`src/rtl/hazard_ctrl.sv`:
```
// Hazard controller: tracks in-flight writers in E/M/W, decides F/D stall and
// produces forwarding selects for the D, E and M stage operands.
module hazard_ctrl #(
   parameter int ADDR_W = 5,
   parameter int T_W    = 3
) (
   input  logic              clk,
   input  logic              reset_n,
   input  logic [ADDR_W-1:0] d_raddr0,
   input  logic [ADDR_W-1:0] d_raddr1,
   input  logic [T_W-1:0]    d_tuse0,
   input  logic [T_W-1:0]    d_tuse1,
   input  logic [ADDR_W-1:0] d_waddr,
   input  logic [T_W-1:0]    d_tnew,
   output logic              stall,
   output logic [1:0]        fwd_d0,
   output logic [1:0]        fwd_d1,
   output logic [1:0]        fwd_e0,
   output logic [1:0]        fwd_e1,
   output logic              fwd_m1
);

   logic [ADDR_W-1:0] r_e_raddr0;
   logic [ADDR_W-1:0] r_e_raddr1;
   logic [ADDR_W-1:0] r_e_waddr;
   logic [T_W-1:0]    r_e_tnew;
   logic [ADDR_W-1:0] r_m_raddr1;
   logic [ADDR_W-1:0] r_m_waddr;
   logic [T_W-1:0]    r_m_tnew;
   logic [ADDR_W-1:0] r_w_waddr;

   logic              w_stall;
   logic [T_W-1:0]    w_e_tnew_dec;

   // Register 0 is hardwired; it never produces a dependency.
   function automatic logic f_match(input logic [ADDR_W-1:0] waddr,
                                    input logic [ADDR_W-1:0] a);
      return (a != '0) && (waddr == a);
   endfunction

   function automatic logic f_hazard(input logic [ADDR_W-1:0] a,
                                     input logic [T_W-1:0]    tuse,
                                     input logic [ADDR_W-1:0] e_waddr,
                                     input logic [T_W-1:0]    e_tnew,
                                     input logic [ADDR_W-1:0] m_waddr,
                                     input logic [T_W-1:0]    m_tnew);
      return (f_match(e_waddr, a) && (e_tnew > tuse)) ||
             (f_match(m_waddr, a) && (m_tnew > tuse));
   endfunction

   // A producer that is still computing falls through to the next older stage.
   function automatic logic [1:0] f_fwd_d(input logic [ADDR_W-1:0] a,
                                          input logic [ADDR_W-1:0] e_waddr,
                                          input logic [T_W-1:0]    e_tnew,
                                          input logic [ADDR_W-1:0] m_waddr,
                                          input logic [T_W-1:0]    m_tnew,
                                          input logic [ADDR_W-1:0] w_waddr);
      logic [1:0] sel;
      sel = 2'd0;
      if (f_match(e_waddr, a) && (e_tnew == '0)) begin
         sel = 2'd1;
      end else if (f_match(m_waddr, a) && (m_tnew == '0)) begin
         sel = 2'd2;
      end else if (f_match(w_waddr, a)) begin
         sel = 2'd3;
      end
      return sel;
   endfunction

   function automatic logic [1:0] f_fwd_e(input logic [ADDR_W-1:0] a,
                                          input logic [ADDR_W-1:0] m_waddr,
                                          input logic [T_W-1:0]    m_tnew,
                                          input logic [ADDR_W-1:0] w_waddr);
      logic [1:0] sel;
      sel = 2'd0;
      if (f_match(m_waddr, a) && (m_tnew == '0)) begin
         sel = 2'd1;
      end else if (f_match(w_waddr, a)) begin
         sel = 2'd2;
      end
      return sel;
   endfunction

   assign w_e_tnew_dec = (r_e_tnew == '0) ? '0 : (r_e_tnew - T_W'(1));

   always_comb begin
      w_stall = 1'b0;
      w_stall = f_hazard(d_raddr0, d_tuse0, r_e_waddr, r_e_tnew, r_m_waddr, r_m_tnew) ||
                f_hazard(d_raddr1, d_tuse1, r_e_waddr, r_e_tnew, r_m_waddr, r_m_tnew);
   end

   always_comb begin
      stall  = w_stall;
      fwd_d0 = f_fwd_d(d_raddr0, r_e_waddr, r_e_tnew, r_m_waddr, r_m_tnew, r_w_waddr);
      fwd_d1 = f_fwd_d(d_raddr1, r_e_waddr, r_e_tnew, r_m_waddr, r_m_tnew, r_w_waddr);
      fwd_e0 = f_fwd_e(r_e_raddr0, r_m_waddr, r_m_tnew, r_w_waddr);
      fwd_e1 = f_fwd_e(r_e_raddr1, r_m_waddr, r_m_tnew, r_w_waddr);
      fwd_m1 = f_match(r_w_waddr, r_m_raddr1);
   end

   // M and W always advance; a stall only replaces the E entry with a bubble.
   always_ff @(posedge clk or negedge reset_n) begin
      if (!reset_n) begin
         r_e_raddr0 <= '0;
         r_e_raddr1 <= '0;
         r_e_waddr  <= '0;
         r_e_tnew   <= '0;
         r_m_raddr1 <= '0;
         r_m_waddr  <= '0;
         r_m_tnew   <= '0;
         r_w_waddr  <= '0;
      end else begin
         if (w_stall) begin
            r_e_raddr0 <= '0;
            r_e_raddr1 <= '0;
            r_e_waddr  <= '0;
            r_e_tnew   <= '0;
         end else begin
            r_e_raddr0 <= d_raddr0;
            r_e_raddr1 <= d_raddr1;
            r_e_waddr  <= d_waddr;
            r_e_tnew   <= d_tnew;
         end
         r_m_raddr1 <= r_e_raddr1;
         r_m_waddr  <= r_e_waddr;
         r_m_tnew   <= w_e_tnew_dec;
         r_w_waddr  <= r_m_waddr;
      end
   end

endmodule

```
`config.mk`:
```
export PLATFORM = sky130hd
export DESIGN_NAME = hazard_ctrl
export DESIGN_NICKNAME = d
export VERILOG_FILES = /design/src/rtl/hazard_ctrl.sv
export SDC_FILE = /design/constraint.sdc
export NUM_CORES = 1
export LEC_CHECK = 0
export CAP_MARGIN = 5
export CORE_MARGIN = 1.5
export CORE_UTILIZATION = 54
export DETAILED_ROUTE_END_ITERATION = 8
export PLACE_DENSITY_LB_ADDON = 0.1
export SYNTH_ARGS = -nofsm -noshare
export SYNTH_HDL_FRONTEND = slang
export SYNTH_SLANG_ARGS = --single-unit
export TNS_END_PERCENT = 10
```
`constraint.sdc`:
```
create_clock -name clk -period 3.2 [get_ports clk]
set_input_delay 0.64 -clock clk [delete_from_list [all_inputs] [get_ports clk]]
set_output_delay 0.64 -clock clk [all_outputs]
set_load 0.005 [all_outputs]
```
==> results of run 1 <==
## metal layers
metal  up-vias  GRT usage  share of wire
li1        854          -              -
met3         9     0.0510          0.034
met1       815      0.302           0.47
met4         0     0.0700          0.015
met5         -          0              0
met2        34      0.409           0.48
## worst max path at each step
stage	cells after the start	endpoint	start	slack (ns)
3_3_place_gp	9	stall	d_raddr0[1]	-0.37
6_report	7	stall	d_raddr1[1]	-0.02
2_1_floorplan	7	stall	d_raddr1[2]	0.51
3_5_place_dp	9	stall	d_raddr0[1]	-0.33
4_1_cts	7	fwd_d1[0]	d_raddr1[1]	-0.11
5_1_grt	9	stall	d_tuse1[1]	-0.14
## power groups by stage
stage	combinational [W]	clock [W]	sequential, W
global placement	0.000274	0	0.000568
finish	0.000281	0.000331	0.000560
floorplan	0.000196	0	0.000537
detailed placement	0.000281	0	0.000569
global route	0.000319	0.000358	0.000566
CTS	0.000284	0.000336	0.000560
## area by class of cell
class | instances | area [µm²]
inverter | 29 | 109
sequential | 36 | 901
clock buffer | 6 | 82.6
tap | 50 | 62.6
fill | 332 | 1160
timing repair buffer | 54 | 482
multi-input combinational | 152 | 1230
clock inverter | 2 | 10.0
## logic make-up (layout without fill, tap and decap cells)
group	count (synthesis)	after routing
compound gates	15	15
xor+xnor	54	54
fa+ha+maj	14	14
buf+inv	42	91
flops	36	36
simple gates	69	69
## flip-flops by register name, summed over array words and instances, names as in the netlist
signal      cells
r_e_raddr0      5
r_e_raddr1      5
r_e_tnew        3
r_e_waddr       5
r_m_raddr1      5
r_m_tnew        3
r_m_waddr       5
r_w_waddr       5
## metrics by stage
| step | hold slack [ns] | setup WS [ns] | instance area, µm² |
|---|---|---|---|
| 4_1_cts | 0.449 | -0.113 | 2870 |
| 3_5_place_dp | 0.433 | -0.334 | 2760 |
| 3_3_place_gp | 0.445 | -0.370 | 2760 |
| 6_report | 0.444 | -0.0186 | 2870 |
| 2_1_floorplan | 0.344 | 0.509 | 2280 |
| 5_1_grt | 0.462 | -0.135 | 2870 |
## placed cells by master, fill, tap and decap left out, types with 2 or more instances in the layout
| master | count |
|---|---|
| a32oi_1 | 3 |
| clkbuf_8 | 6 |
| inv_1 | 29 |
| nand3_1 | 9 |
| xnor2_1 | 38 |
| nor4_1 | 9 |
| dlygate4sd2_1 | 11 |
| nor2_1 | 5 |
| nor3_2 | 9 |
| and2_1 | 2 |
| nor3_1 | 10 |
| ha_1 | 14 |
| nor2b_1 | 4 |
| or4_1 | 4 |
| clkdlybuf4s50_1 | 23 |
| o21ai_0 | 4 |
| dfrtp_1 | 36 |
| o21ai_1 | 2 |
| o21a_1 | 2 |
| or4_4 | 2 |
| clkinv_2 | 2 |
| nor2_4 | 2 |
| buf_4 | 19 |
| nand4_1 | 3 |
| xor2_1 | 16 |
| nand2_1 | 5 |
## what timing repair did
| action | CTS | global route |
|---|---|---|
| setup endpoints to repair | 5 | 2 |
| endpoints found under the hold margin | 0 | 0 |
| cloned | 0 | 0 |
| gates resized for setup | 20 | 2 |
| pin swaps | 3 | 0 |
==> flow_results.org, run 1 <==
** Run status
- Status :: finished, violations left
- The final reports fail on setup timing.

** STA
- The worst pin sits at a relative slew slack of 0.698.
- Of the available clock period, the critical path in the final layout requires 1.01.
- Worst slew pin tran :: 0.453 ns
- Between clock sinks in the finished design, the worst skew comes to 0.00512 ns.
- In the final timing run, aggregate negative setup slack is -0.0186 ns.
- Setup violations remaining at the end of the flow were counted as 1.
- The smallest clock period supported by the final layout is computed as 3.22 ns.
- The final max-slew violation count was 0.
- Slack of the critical path :: -0.0186 ns
- Hold violation count in the final report :: 0
- Upper clock frequency limit :: 0.311 GHz
- Unrepaired setup endpoints after global routing :: true

** Yosys
- The Yosys step of the flow raised 0 warnings.
- Cell area after technology mapping :: between 2000 and 2500 µm²
- Fraction of synthesis flops using an asynchronous set or reset pin :: 1.00
- The portion of synthesized area spent on multiplexers is 0.
- Most numerous cell in the Yosys netlist :: xnor2_1
- Predominant post-synthesis flop cell :: dfrtp_1
- Compound-Gate Fraction of Synth Area :: 0.0439
- Number of unique standard cell types used by synthesis :: 33
- Cell type with the highest aggregate area in the netlist :: dfrtp_1
- Fraction of the yosys area taken by sequential cells :: 0.395
- Fraction of the mapped netlist area in simple logic gates :: 0.194
- Syn Nets :: 270
- Of the total synthesized cell area, the portion taken by full adders, half adders and majority gates is 0.0768.
- The synthesized design contains 0 enable-type register cells.
- Top cells by instance count after synthesis :: xnor2_1, dfrtp_1, inv_1
- After synthesis, the largest family of logic cells by area is XOR/XNOR gates.
- A synthesized cell averages approximately 10 µm².
- Largest cells by area after synthesis :: dfrtp_1, xnor2_1, ha_1
- Gate count of the mapped netlist :: 230
- Synthesis inferred 36 register bits.
- Of the post-synthesis cell area, the dominant cell type holds 0.395.
- Xor-xnor portion of the synthesized cell area :: 0.207

** Drt
- Number of vias after detailed routing :: about 1.7k
- The pre-antenna-repair detailed-routing pass consisted of 6 iterations.
- After detailed routing, the average wire length per cell comes to about 14 µm.
- In the routed design, unresolved DRC markers number 0.
- After the first detailed-routing iteration, the DRC count stood at between 70 and 80.
- Final wirelength :: between 4000 and 5000 µm
- Count of antenna-violating nets left after detailed routing :: 0
- Routed vias/inst :: 5.20

** Power and ir drop
- Of the total power, registers draw 0.478.
- The completed layout was analyzed and its total power is approximately 0.0012 W.
- Summed over all cells, the static leakage comes to 1.29 nW.
- In this run the power density over the cells is 408 nW/µm².
- Clock power frac :: 0.282
- Worst ir drop on vdd :: about 0.00025 V
- Of the total power, the share spent switching nets is 0.297.
- Portion of total power attributed to combinational logic :: 0.240
- Power dissipated by switching net loads :: about 0.00035 W
- Internal power :: about 0.00082 W

** Critical path
- Cell with the biggest individual delay on the critical path :: or4_4
- Largest incremental delay on the critical path :: between 0.5 and 0.6 ns
- STA classifies the critical path startpoint as a primary input.
- Endpoint class of the critical path :: primary output
- Worst Reg2Reg Path Length in Cells :: 7
- Traced cell by cell, the critical path runs through clkdlybuf4s50_1 -> or4_4 -> nor2_4 -> nor4_1 -> a32o_2 -> or2_1 -> dlygate4sd2_1.
- Of all nets on the critical path, the largest fanout is 3.
- Across all register-to-register paths, the minimum setup slack is between 1 and 1.5 ns.
- CP required :: ~2.6 ns
- The endpoint identified for the worst register-to-register timing path is r_e_raddr1[1].
- The critical path is of the in2out type.
- Together, buffers and inverters on the worst path number 2.
- Cell family with the largest share of critical-path delay :: simple AND/OR/NAND/NOR gates
- For the worst setup path, the data arrival time is between 2 and 3 ns.
- The worst register-to-register path begins at r_e_tnew[1].

** Clock network
- For this design, the sink count on the clock tree is 36.
- Number of buffers on the longest clock path :: 2
- The clock tree synthesis step divided the H-tree into 2 levels.
- TritonCTS clock tree :: done
- Post-CTS setup-driven buffer insertion count :: 0
- Counting the buffers created by CTS gives 5.
- Worst-path clk slew :: 0.07 ns
- In this run the clock root is driven by a clkbuf_8.
- Quantity of hold-fixing buffers added after cts :: 0
- Clock latency on the worst-skew pair, taken at its later pin, is roughly 0.28 ns.

** Layout
- Number of nets in the finished design :: between 300 and 400
- The number of antenna diodes in the final layout is 0.
- Relative to the synthesized area, the layout overhead comes to 26.0%.
- Core utilization of the finished layout :: 0.713
- In the final layout, the share of cells above drive strength 1 is 0.161.
- For this run, the number of standard cells in the final layout without fillers is 329.

** GRT
- Maximum number of pins on one net before global-route repair :: 37
- The number of antenna violations at the first check in global routing came to 0.
- The first global-routing pass estimated 8000 µm of wire.
- The via count of the first global-routing pass was about 1.7k.
- Global routing finished with a remaining overflow of 0.
- Overall routing resource usage :: 0.239

** Worst hold path
- Hold Path Class :: reg2reg
- Endpoint of the worst hold path :: r_m_waddr[4]
- Worst hold path startpoint :: r_e_waddr[4]
- The worst hold path was traced through 0 stages.

** Floorplan
- The floorplan step set the die height to 68.0 µm.
- The die covers 4620 µm².
- Row generation in the floorplan step produced 23 rows.
- Die width :: around 68 µm
- For this configuration, the core starts out at a cell density of 0.566.
- The total area inside the core boundary comes to between 4000 and 5000 µm².
- 36 I/O pins were placed.

** Run
- Max capacitance violation total :: 0

** Place
- The HPWL after detailed placement is 3600 µm.
- At the end of routability-driven placement, the weighted congestion stood at 0.864.
- After detailed placement, the design holds a cell count of between 300 and 400.
- Buffers placed on the I/O ports in this run total 35.
No activity file was read; power rests on OpenSTA's default activity.
==> run 2: changes to the inputs <==
Settings changed: CELL_PAD_IN_SITES_DETAIL_PLACEMENT set to 0, CELL_PAD_IN_SITES_GLOBAL_PLACEMENT set to 1, CORE_UTILIZATION 54 to 41.
==> flow_results.org, run 2 (same netlist as run 1, synthesis figures left out) <==
** Run status
- The flow ran to the end, but the final reports show violations.
- The final reports fail on setup timing.

** Drt
- Number of vias after detailed routing :: approximately 1.7k
- Final wirelength :: 5220 µm
- Wirelength per Cell :: 15.0 µm
- Routed vias/inst :: 4.95
- The first TritonRoute pass finished after 4 iterations.
- Number of violations reported at the end of detailed-routing iteration 0 :: 107
- The detail route stage leaves a number of antenna-violating nets equal to 0.
- Number of design rule violations left after detail routing :: 0

** GRT
- Maximum number of pins on one net before global-route repair :: 37
- The number of antenna violations at the first check in global routing came to 0.
- The via count of the first global-routing pass came to ~1.7k.
- Global-route wire length before repair :: 8800 µm
- After global routing the overflow that remains totals 0.
- For this run, the total global-route usage over all layers was measured as 0.193.

** Layout
- Most common cell after layout, fill and taps aside :: xnor2_1
- Area growth from synthesis to layout :: 27.1%
- Of the cells placed in the final design, the portion with a size suffix greater than 1 is 0.147.
- After the last flow step, the layout net total stands at 317.
- Most frequent cells in the layout :: xnor2_1, dfrtp_1, clkdlybuf4s50_1
- Count of antenna diodes in the layout :: 0
- The finished layout holds 348 standard cells, fillers aside.
- The layout has slightly below 500 filler cells.

** STA
- Portion of the clock cycle consumed by the worst path in the final layout :: 1.03
- Unrepaired setup endpoints after global routing :: true
- Tmin final :: 3.31 ns
- Worst-case clock skew :: slightly above 0.007 ns
- The final number of hold-violating endpoints came to 0.
- The worst pin sits at a relative slew slack of 0.559.
- For the pin with the worst max-slew slack, the measured transition is ~0.66 ns.
- Pins Over Slew Limit :: 0
- Setup violations remaining at the end of the flow were counted as 2.
- Aggregate negative setup slack :: -0.184 ns
- On the final layout, the worst hold slack is around 0.46 ns.
- Static timing analysis puts the maximum clock frequency at just over 0.3 GHz.
- Slack of the critical path :: -0.107 ns

** Clock network
- After clock tree synthesis, the clock-pin slew on the worst setup and hold paths is roughly 0.070 ns.
- The clock reaches the later pin of the worst-skew pair after between 0.2 and 0.3 ns.
- CTS HTree Levels :: 2
- Number of buffers on the longest clock path :: 2
- Library cell used as clock root buffer :: clkbuf_8
- The clock drives 36 sinks.
- Counting the buffers created by CTS gives 5.
- Quantity of hold-fixing buffers added after cts :: 0
- TritonCTS clock tree :: done

** Floorplan
- Area enclosed by the die boundary :: 6020 µm²
- 36 I/O pins were placed.
- The floorplan has 26 rows.
- Initial core utilization :: 0.435
- Die H :: 77.6 µm
- Core footprint :: ~5200 µm²
- The floorplan step set the die width to roughly 78 µm.

** Run
- Max-cap violations in this run came to 0.

** Critical path
- For flop-to-flop paths, the worst setup slack is between 1 and 1.5 ns.
- CP required :: around 2.6 ns
- Endpoint class of the critical path :: primary output
- Worst Reg2Reg Path Length in Cells :: 7
- The largest individual stage delay along the critical path comes from the cell or4_4.
- The worst setup path is of the in2out kind.
- Kind of start point of the critical path :: primary input
- Max Fanout on Critical Path :: 3
- Largest incremental delay on the critical path :: between 0.5 and 0.6 ns
- Following the worst setup path forward leads to its endpoint at stall.
- RR Startpoint :: r_e_tnew[1]
- The most critical setup path has its startpoint at d_raddr0[1].
- The signal on the critical path passes through clkdlybuf4s50_1 -> or4_4 -> nor2_4 -> nor4_1 -> buf_4 -> a22o_1 -> or2_1 -> dlygate4sd2_1.
- Critical Path AT :: ~2.7 ns
- The worst register-to-register path ends at r_e_waddr[4].

** Place
- The congestion estimate from routability-driven global placement came to ~0.86.
- The wire-length estimate of the detail-placed layout is a little under 4000 µm.
- # placed instances :: 340
- Post-placement setup slack :: -0.294 ns
- Buffers placed on the I/O ports in this run total 35.

** Power and ir drop
- Worst ir drop on vdd :: between 0.0003 and 0.0004 V
- Standby leakage power :: between 1 and 1.5 nW
- Areal power density over the cells :: 425 nW/µm²

** Worst hold path
- Hold Path Class :: reg2reg
==> run 2: cell count changes in the layout (fill, tap and decap cells not counted), sizes merged <==
cell           delta
dlymetal6s2s      -1
bufinv            +1
dlygate4sd2       -6
clkinv            -1
buf               -1
clkdlybuf4s50     +7
==> run 2: how the worst min path moves through the flow <==
stage                   from             to  slack (ns)  cells past startpoint
6_report        r_e_waddr[2]   r_m_waddr[2]        0.46                      0
5_1_grt        r_e_raddr1[1]  r_m_raddr1[1]        0.48                      0
4_1_cts         r_e_waddr[2]   r_m_waddr[2]        0.45                      0
3_5_place_dp    r_e_waddr[2]   r_m_waddr[2]        0.44                      0
3_3_place_gp    r_e_waddr[2]   r_m_waddr[2]        0.43                      0
2_1_floorplan        reset_n  r_e_raddr0[0]        0.34                      0
==> run 2: layout make-up <==
class | count | area, µm² | share of cell area
well taps | 70 | 87.6 | 0.0302
inverters | 29 | 109 | 0.0376
clock buffers | 6 | 72.6 | 0.0251
multi-input cells | 152 | 1210 | 0.419
repair buffers | 53 | 479 | 0.165
flip-flops and latches | 36 | 901 | 0.311
clock inverters | 2 | 35.0 | 0.0121
==> run 2: per-stage QoR <==
step           total power [W]  utilization  instance area [µm²]
6_report               0.00123        0.553                 2900
5_1_grt                0.00130        0.553                 2900
4_1_cts                0.00124        0.551                 2890
3_5_place_dp          0.000851        0.530                 2770
3_3_place_gp          0.000848        0.530                 2770
2_1_floorplan         0.000733            -                 2280
==> run 2: where the power goes <==
group | switching, W | total (W) | internal (W)
Sequential | 0.0000669 | 0.000563 | 0.000496
Clock | 0.000156 | 0.000387 | 0.000231
Combinational | 0.000124 | 0.000281 | 0.000157
Total | 0.000347 | 0.00123 | 0.000884
==> run 2: timing repair <==
item,4_1_cts,5_1_grt
pin swaps,2,1
gates resized for setup,9,3
setup buffers,0,0
endpoints found under the setup margin,5,3
==> run 2: critical path, delay by kind of cell <==
kind	cells	cell delay [ns]
AO/OA/AOI/OAI	1	0.21
buffers and inverters	3	0.83
AND/OR/NAND/NOR	4	0.99
==> run 2: per-layer routing <==
layer,up-vias,routed length (µm),global-route usage,share of wire
li1,858,-,-,-
met1,824,2530,0.275,0.48
met2,37,2510,0.302,0.48
met5,-,0,0,0
met4,0,42,0.0545,0.0080
met3,5,139,0.0318,0.027
==> run 3: changes to the inputs <==
Settings changed: CAP_MARGIN 5 to 15, CORE_UTILIZATION 41 to 43, CTS_BUF_LIST set to sky130_fd_sc_hd__clkbuf_8.
==> flow_results.org, run 3 (same netlist as run 1, synthesis figures left out) <==
** Layout
- Most common cell after layout, fill and taps aside :: xnor2_1
- The filler cells instantiated in the layout total 471.
- The final layout contains ~320 nets.
- The finished layout holds between 300 and 400 standard cells, fillers aside.
- Compared with the post-synthesis result, the final layout area differs by 27.8%.
- Count of antenna diodes in the layout :: 0
- Ratio of cells with drive above 1 in the final layout :: 0.161
- The finished cells cover approximately 3000 µm².
- Most frequent cells in the layout :: xnor2_1, dfrtp_1, inv_1

** Place
- IO Port Bufs :: 35
- In this run, placement finished with an instance count of between 300 and 400.
- Routability-driven placement congestion ratio :: 0.818
- Post-placement setup slack :: -0.331 ns
- DP HPWL :: 3810 µm
- After detailed placement, the total cell area comes to 2780 µm².

** STA
- For this run, the top clock speed supported by timing is between 0.3 and 0.4 GHz.
- Worst-case headroom to the max-slew limit :: 0.691
- Slack of the critical path :: 0.0995 ns
- Across the routed clock network, the largest skew measured is approximately 0.0080 ns.
- Setup-failing EPs final :: 0
- Pins Over Slew Limit :: 0
- Worst slew pin tran :: approximately 0.46 ns
- Subtracting the final worst setup slack from the clock period gives roughly 3.1 ns.
- The final number of hold-violating endpoints is 0.
- Setup repair after global routing left no endpoint under its margin.
- Portion of the clock cycle consumed by the worst path in the final layout :: 0.969

** Power and ir drop
- Power dissipated by switching net loads :: 0.000354 W
- Clock power frac :: 0.284
- Worst ir drop on vdd :: approximately 0.00022 V
- Standby leakage power :: roughly 1.3 nW
- Internal power :: roughly 0.00083 W
- Switching power as a share of total power :: 0.300
- Areal power density over the cells :: between 400 and 500 nW/µm²
- Portion of total power attributed to combinational logic :: 0.240
- Register share of total power :: 0.476

** Critical path
- Critical register-to-register path endpoint :: r_e_raddr0[4]
- STA puts the critical path data arrival time at roughly 2.5 ns.
- Worst Reg2Reg Path Length in Cells :: 7
- The worst register-to-register path begins at r_e_tnew[1].
- STA classifies the critical path startpoint as a primary input.
- The critical path is of the in2out type.
- CP required :: 2.56 ns
- STA classifies the critical path endpoint as a primary output.
- Register-to-register setup slack :: around 1.4 ns
- Max Fanout on Critical Path :: 3

** Drt
- Wirelength per Cell :: 14.5 µm
- The first detailed-routing pass ran for 4 iterations.
- Detailed routing inserted a total of around 1.7k vias.
- Final wirelength :: 5050 µm
- In the routed design, unresolved DRC markers number 0.
- The first routing iteration left between 90 and 100 violations.
- The detail route stage leaves a number of antenna-violating nets equal to 0.
- After detailed routing, the number of vias per cell comes to 4.91.

** Clock network
- Clock insertion delay at the later pin of the skew report :: approximately 0.29 ns
- Number of buffers inserted during clock tree synthesis :: 5
- TritonCTS built the clock tree.
- CTS HTree Levels :: 2
- The number of setup buffers added after CTS is 0.
- Worst-path clk slew :: about 0.080 ns
- Buffers inserted to repair hold after CTS numbered 0.
- The clock drives 36 sinks.
- In this run the deepest clock path goes through 2 buffers.
- The tree is rooted in a clkbuf_8.

** Floorplan
- During I/O placement, the number of pins put on the boundary was 36.
- For this configuration, the core starts out at a cell density of 0.446.
- Floorplan row count :: 26
- The floorplan step defined a die boundary enclosing 5750 µm².
- Die width :: between 70 and 80 µm
- In this run the standard cell core region covers about 5000 µm².
- The floorplan step set the die height to about 76 µm.

** Worst hold path
- Endpoint of the worst hold path :: r_m_waddr[3]
- Hold depth :: 0
- Hold Path Class :: reg2reg
- In this run the most critical hold path is launched from r_e_waddr[3].

** Run status
- Status :: complete, no violations

** Run
- Max capacitance violation total :: 0

** GRT
- Remaining Overflow, GRT :: 0
- Global-route wire length before repair :: 8450 µm
- In the global route stage, overall resource usage came out at 0.204.
- Maximum number of pins on one net before global-route repair :: 37
- The via count of the first global-routing pass is ~1.7k.
- The number of antenna violations at the first check in global routing is 0.
run 3: worst max path at each step:
stage	slack (ns)	start	cells past startpoint	endpoint
2_1_floorplan	0.51	d_raddr1[2]	7	stall
3_3_place_gp	-0.47	d_raddr0[1]	9	stall
3_5_place_dp	-0.33	d_raddr0[1]	9	stall
4_1_cts	-0.12	d_raddr1[1]	8	fwd_d1[1]
5_1_grt	0.02	d_raddr0[1]	9	fwd_d0[1]
6_report	0.1	d_raddr0[0]	8	stall
run 3: final cells by class:
cell class	count	area, µm²	area share
clock inverter	2	11.3	0.00386
inverter	29	109	0.0374
multi-input combinational	152	1230	0.422
timing repair buffer	54	493	0.169
tap	70	87.6	0.0301
sequential	36	901	0.309
clock buffer	6	82.6	0.0283
run 3: routing by layer:
| layer | wire length [µm] | share of wire | vias up | track usage |
|---|---|---|---|---|
| met5 | 0 | 0 | - | 0 |
| met4 | 51 | 0.010 | 0 | 0.0575 |
| met3 | 155 | 0.031 | 6 | 0.0410 |
| met2 | 2350 | 0.47 | 28 | 0.320 |
| met1 | 2500 | 0.49 | 813 | 0.286 |
| li1 | - | - | 867 | - |
run 3: what timing repair did:
action,4_1_cts,5_1_grt
pin swaps,3,4
hold endpoints to repair,0,0
endpoints found under the setup margin,5,2
resized for setup,14,10
run 3: per-stage QoR:
step | utilization | power, W | hold slack (ns) | setup TNS (ns)
after floorplan | - | 0.000733 | 0.344 | 0
after global placement | 0.545 | 0.000849 | 0.443 | -1.49
after detailed placement | 0.545 | 0.000852 | 0.444 | -1.08
after CTS | 0.566 | 0.00119 | 0.461 | -0.193
after global routing | 0.571 | 0.00126 | 0.466 | 0
final | 0.571 | 0.00118 | 0.458 | 0
run 3: worst max-delay path: stages:
cell and delay (ns):
clkdlybuf4s50_1 0.42, or4_4 0.50, nor2_4 0.16, nor4_2 0.05, buf_4 0.14, a22o_1 0.21
or2_1 0.22, clkbuf_2 0.11
run 3: power groups by stage:
stage / Sequential (W) / Clock, W / Combinational [W]
after detailed placement: 0.000571 / 0 / 0.000282
after global routing: 0.000568 / 0.000373 / 0.000319
after floorplan: 0.000537 / 0 / 0.000196
after global placement: 0.000571 / 0 / 0.000278
after CTS: 0.000561 / 0.000345 / 0.000285
final: 0.000561 / 0.000335 / 0.000283
